## config.mk

```make
export PLATFORM = sky130hd
export DESIGN_NAME = display_scan_driver
export DESIGN_NICKNAME = d
export VERILOG_FILES = /design/src/rtl/display_scan_driver.sv
export SDC_FILE = /design/constraint.sdc
export NUM_CORES = 1
export LEC_CHECK = 0
export CAP_MARGIN = 20
export CORE_ASPECT_RATIO = 0.9
export CORE_MARGIN = 2
export CORE_UTILIZATION = 49
export CTS_BUF_LIST = sky130_fd_sc_hd__clkbuf_8
export DETAILED_ROUTE_END_ITERATION = 10
export GPL_ROUTABILITY_DRIVEN = 0
export PLACE_DENSITY = 0.85
export SYNTH_ARGS = -nofsm -noshare
export SYNTH_HDL_FRONTEND = slang
export SYNTH_SLANG_ARGS = --single-unit
```

## constraint.sdc

```tcl
create_clock -name clk -period 1.8 [get_ports clk]
set_input_delay 0.18 -clock clk [delete_from_list [all_inputs] [get_ports clk]]
set_output_delay 0.18 -clock clk [all_outputs]
set_load 0.05 [all_outputs]
```

## src/rtl/display_scan_driver.sv

```systemverilog
// Multiplexed 4-digit 7-segment scan driver with frame snapshot, ghost blanking and colon blink.
// Optional ALARM_FLASH_EN: alarm blanks the whole display in step with the colon.
module display_scan_driver #(
    parameter int unsigned SCAN_DIV     = 1024,
    parameter int unsigned DEAD_CYC     = 2,
    parameter int unsigned BLINK_FRAMES = 64
) (
    input  logic        clk,
    input  logic        reset_n,
    input  logic [13:0] hours_disp,
    input  logic [13:0] mins_disp,
    input  logic        AM_PM_disp,
    input  logic        SPEAKER_OUT,
    output logic [6:0]  seg_out,
    output logic        dp_out,
    output logic [3:0]  digit_en,
    output logic        colon_out
);

    localparam int unsigned PW = $clog2(SCAN_DIV);
    localparam int unsigned FW = (BLINK_FRAMES > 1) ? $clog2(BLINK_FRAMES) : 1;
    localparam logic [PW-1:0] PCNT_LAST = PW'(SCAN_DIV - 1);
    localparam logic [PW-1:0] DEAD_LIM  = PW'(DEAD_CYC);
    localparam logic [FW-1:0] FCNT_LAST = FW'(BLINK_FRAMES - 1);
    localparam logic [6:0]    ZERO_PAT  = 7'b0111111;

    logic [PW-1:0] pcnt_q, pcnt_d;
    logic [1:0]    idx_q, idx_d;
    logic [FW-1:0] fcnt_q, fcnt_d;
    logic [13:0]   hours_snap_q, hours_snap_d;
    logic [13:0]   mins_snap_q, mins_snap_d;
    logic          pm_snap_q, pm_snap_d;
    logic [6:0]    seg_q, seg_d;
    logic          dp_q, dp_d;
    logic [3:0]    digit_q, digit_d;
    logic          colon_q, colon_d;

    logic          pcnt_wrap;
    logic          frame_start;
    logic          lead_zero;
    logic [6:0]    pattern;

`ifndef ALARM_FLASH_EN
    logic unused_speaker;
    assign unused_speaker = SPEAKER_OUT;
`endif

    // Scan counters, frame snapshot, blink divider and next output values
    always_comb begin
        pcnt_wrap   = (pcnt_q == PCNT_LAST);
        frame_start = (pcnt_q == '0) && (idx_q == 2'd0);
        pcnt_d      = pcnt_wrap ? '0 : pcnt_q + PW'(1);
        idx_d       = idx_q + 2'(pcnt_wrap);

        hours_snap_d = frame_start ? hours_disp : hours_snap_q;
        mins_snap_d  = frame_start ? mins_disp  : mins_snap_q;
        pm_snap_d    = frame_start ? AM_PM_disp : pm_snap_q;

        fcnt_d  = fcnt_q;
        colon_d = colon_q;
        if (pcnt_wrap && (idx_q == 2'd3)) begin
            if (fcnt_q == FCNT_LAST) begin
                fcnt_d  = '0;
                colon_d = ~colon_q;
            end else begin
                fcnt_d = fcnt_q + FW'(1);
            end
        end

        // Outputs use the snapshot valid for this cycle's frame, including the capture cycle
        case (idx_q)
            2'd0:    pattern = mins_snap_d[6:0];
            2'd1:    pattern = mins_snap_d[13:7];
            2'd2:    pattern = hours_snap_d[6:0];
            default: pattern = hours_snap_d[13:7];
        endcase
        lead_zero = (idx_q == 2'd3) && (hours_snap_d[13:7] == ZERO_PAT);

        seg_d   = '0;
        dp_d    = 1'b0;
        digit_d = '0;
        if ((pcnt_q >= DEAD_LIM) && !lead_zero) begin
            seg_d   = pattern;
            digit_d = 4'b0001 << idx_q;
            dp_d    = (idx_q == 2'd0) && pm_snap_d;
        end

`ifdef ALARM_FLASH_EN
        if (SPEAKER_OUT && !colon_d) begin
            digit_d = '0;
            dp_d    = 1'b0;
        end
`endif
    end

    always_ff @(posedge clk) begin
        if (!reset_n) begin
            pcnt_q       <= '0;
            idx_q        <= '0;
            fcnt_q       <= '0;
            hours_snap_q <= '0;
            mins_snap_q  <= '0;
            pm_snap_q    <= 1'b0;
            seg_q        <= '0;
            dp_q         <= 1'b0;
            digit_q      <= '0;
            colon_q      <= 1'b0;
        end else begin
            pcnt_q       <= pcnt_d;
            idx_q        <= idx_d;
            fcnt_q       <= fcnt_d;
            hours_snap_q <= hours_snap_d;
            mins_snap_q  <= mins_snap_d;
            pm_snap_q    <= pm_snap_d;
            seg_q        <= seg_d;
            dp_q         <= dp_d;
            digit_q      <= digit_d;
            colon_q      <= colon_d;
        end
    end

    assign seg_out   = seg_q;
    assign dp_out    = dp_q;
    assign digit_en  = digit_q;
    assign colon_out = colon_q;

endmodule

```

==> results.toml <==
[timing]
final.period_utilization = 0.9384
max-slew-margin-rel = 0.6054
final_period_minus_worst_setup_slack_ns = 1.689
finalSetupTns_ns = 0
setup-violations-final = 0
skew_ns = 0.003609
rsz0062_at_grt = "false"
timing_worst_slew_pin_value_ns = 0.5919
final_critical_path_setup_slack_ns = 0.1109
report.final.hold_viol_count = 0
timing.fmax_mhz = 592.0
slew_violations = 0

[clock_network]
cts_inserted_buffers = 9
clock_tree.buffer_depth = 2
cts_max_level = 3
tritoncts = "built"
cts_hold_repair.buffers = 0
clkLatencyLatePin_ns = 0.34
post_cts_setup_repair_bufs = 0
cts_sinks = 60
cts.clk_slew.worst_paths_ns = 0.06
cts_resized = 0
ctsRootBufferMaster = "sky130_fd_sc_hd__clkbuf_8"

[floorplan]
die_area_um2 = 5754
core_um2 = 4925
top_level_ports = 45
die_h_um = 72.17
rows = 24
floorplan.initialDensity = 0.5137
fp.dieW_um = 79.74

[hold_path]
worstHoldPathType = "primary input to register"
min_path_cells = 4
hold_path.startpoint = "reset_n"
hold_path_end = "fcnt_q[5]"

[final_layout]
syn_to_final_growth_pct = 31.65
finish.net_count = 387
stdcell_area_um2 = 3331
drive_gt1_frac = 0.1155
antenna-diode-count = 0
n_fill_cell = 423

[synthesis]
yosys-top-cells-area = "sky130_fd_sc_hd__dfxtp_1 47%, sky130_fd_sc_hd__o21ai_0 7.7%, sky130_fd_sc_hd__nand3_1 6.9%, sky130_fd_sc_hd__nand2_1 6.5%, sky130_fd_sc_hd__mux2i_1 6.3%"
ys_types = 37
synth.top_cell.area_share = 0.4748
synth_fp_nets = 329
avgSynthCellArea_um2 = 8.664
postSynthCellCount = 292
ys_dominant_reg_cell = "sky130_fd_sc_hd__dfxtp_1"
synth_sequential_area_ratio = 0.4748
synth_edf_count = 0
netlist_area_um2 = 2530
synth_seq_cells = 60
yosysTopAreaCell = "sky130_fd_sc_hd__dfxtp_1"
ys_warn_count = 0
synthArstFlopShare = 0

[worst_setup_path]
regToRegStartpoint = "pcnt_q[0]"
critical_path_cell_count = 5
worstSetupPathType = "register to register"
reg2regPathDepth = 5
worstPathRequired_ns = 2.07
timing.critical_path.cells = "ha_2 > nand4_1 > or4_4 > or3_1 > a21oi_1"
rr_endpoint = "fcnt_q[5]"
cp.arrival_ns = 1.96
critical_path.startpoint_type = "register"
crit_fanout = 3
critical-path-slowest-cell = "sky130_fd_sc_hd__or4_4"
timing.critical_path.to_type = "register"
setup.reg_to_reg.worst_slack_ns = 0.11
critical_path.top_delay_family = "simple AND/OR/NAND/NOR gates"
worst_path_largest_cell_delay_ns = 0.45
crit_buf_inv = 0

[grt]
first_global_vias = 2083
grt.overflow.total = 0
grt_pass1_wl_um = 9183
globalRouteTotalUtil = 0.2080
pin_count_of_the_biggest_net_entering_global_routing = 66
antenna_found_initial = 0

[placement]
dp_slack_ns = 0.07546
placedInstanceArea_um2 = 3131
port_buffers = 43
detailed_place_hpwl_um = 3904

[routing]
firstDrtPassIters = 4
average_via_count_per_standard_cell = 5.336
total_routed_wirelength_um = 5554
initialDrtViolationCount = 106
dr_drc_count = 0
dr_total_vias = 2241
routed_wire_length_per_instance_um = 13.22
drt.antenna.violating_nets = 0

[power_and_ir_drop]
power.ir.vdd_worst_mv = 0.5604
power.density_nw_per_um2 = 901.8
total_leakage_power_uw = 0.001266

[job]
timing.max_cap.violations = 0

[run_status]
outcome = "finished clean"
## where the power goes
| part | internal, µW | total [µW] | switching [µW] |
|---|---|---|---|
| combinational | 196 | 427 | 231 |
| sequential | 1410 | 1460 | 45.2 |
| clock | 620 | 1120 | 497 |
| total | 2230 | 3000 | 773 |
## cell type report
class                           count  area (µm²)  share of cell area
Clock buffer                        9       123.9             0.03719
Sequential cell                    60        1201              0.3606
Clock inverter                      7       60.06             0.01803
Inverter                            6       22.52            0.006762
Tap cell                           65       81.33             0.02442
Multi-Input combinational cell    211        1249              0.3749
Timing Repair Buffer               62       593.1              0.1781
## cell usage in the layout, fill, tap and decap left out, drive strengths merged, types with 4 or more instances in the layout
master         count
dfxtp             60
nand2             44
clkdlybuf4s50     42
o21ai             40
nand3             36
buf               20
nor2              16
mux2i             16
clkbuf             9
inv                7
a211oi             7
xor2               7
nand4              7
ha                 5
a21oi              4
nor4               4
clkinv             4
or4                4
## sequential cells by signal, indices dropped and copies added (netlist names)
name and count:
pcnt_q 10, pm_snap_q 1, digit_en 4, fcnt_q 6
idx_q 2, dp_out 1, hours_snap_q 14, mins_snap_q 14
colon_out 1, seg_out 7
## layer usage
layer,share of wire,track usage
met1,0.46,0.2492
met2,0.47,0.3427
met3,0.055,0.08085
met4,0.018,0.07345
met5,0,0
## worst max path at each step
stage / startpoint / to
4_1_cts: pcnt_q[0] / fcnt_q[5]
6_report: pcnt_q[0] / fcnt_q[5]
3_5_place_dp: pcnt_q[0] / fcnt_q[5]
5_1_grt: pcnt_q[1] / fcnt_q[5]
3_3_place_gp: pcnt_q[0] / fcnt_q[5]
2_1_floorplan: pcnt_q[1] / fcnt_q[5]
## stage by stage
stage	hold WS [ns]	utilization	std cells	power (µW)
after floorplan	0.3199	-	292	1736
after global placement	0.4488	0.6357	404	1901
after detailed placement	0.4582	0.6357	404	1915
after CTS	0.2622	0.6730	420	3028
after global routing	0.2856	0.6763	420	3133
final	0.2754	0.6763	420	3004
## cell usage after synthesis, types with 2 or more instances
master	count
sky130_fd_sc_hd__buf_6	2
sky130_fd_sc_hd__o21ai_0	39
sky130_fd_sc_hd__buf_2	2
sky130_fd_sc_hd__ha_1	5
sky130_fd_sc_hd__a211oi_1	7
sky130_fd_sc_hd__dfxtp_1	60
sky130_fd_sc_hd__xor2_1	7
sky130_fd_sc_hd__nand2_1	44
sky130_fd_sc_hd__nor3_1	2
sky130_fd_sc_hd__nand4_1	6
sky130_fd_sc_hd__buf_1	3
sky130_fd_sc_hd__nand3_1	35
sky130_fd_sc_hd__xnor2_1	3
sky130_fd_sc_hd__mux2i_1	16
sky130_fd_sc_hd__and4_1	3
sky130_fd_sc_hd__clkbuf_1	8
sky130_fd_sc_hd__nand3b_1	2
sky130_fd_sc_hd__inv_1	5
sky130_fd_sc_hd__nor4_1	4
sky130_fd_sc_hd__or4_1	4
sky130_fd_sc_hd__nor2_1	16
sky130_fd_sc_hd__a21oi_1	4
## kinds of logic after synthesis
kind of cell             after synthesis  synth area share
buffers and inverters                 21           0.03808
XOR/XNOR                              10           0.03462
flip-flops                            60            0.4748
AND/OR/NAND/NOR                      125            0.2428
AO/OA/AOI/OAI                         55            0.1217
adder cells (fa/ha/maj)                5           0.02473
multiplexers                          16           0.06330
## tightest hold or removal path, stage by stage
cell                       delay, ns
sky130_fd_sc_hd__buf_2          0.11
sky130_fd_sc_hd__clkinv_1       0.05
sky130_fd_sc_hd__buf_4          0.17
sky130_fd_sc_hd__a21oi_1        0.05
Power figures use the tool's default switching activity.
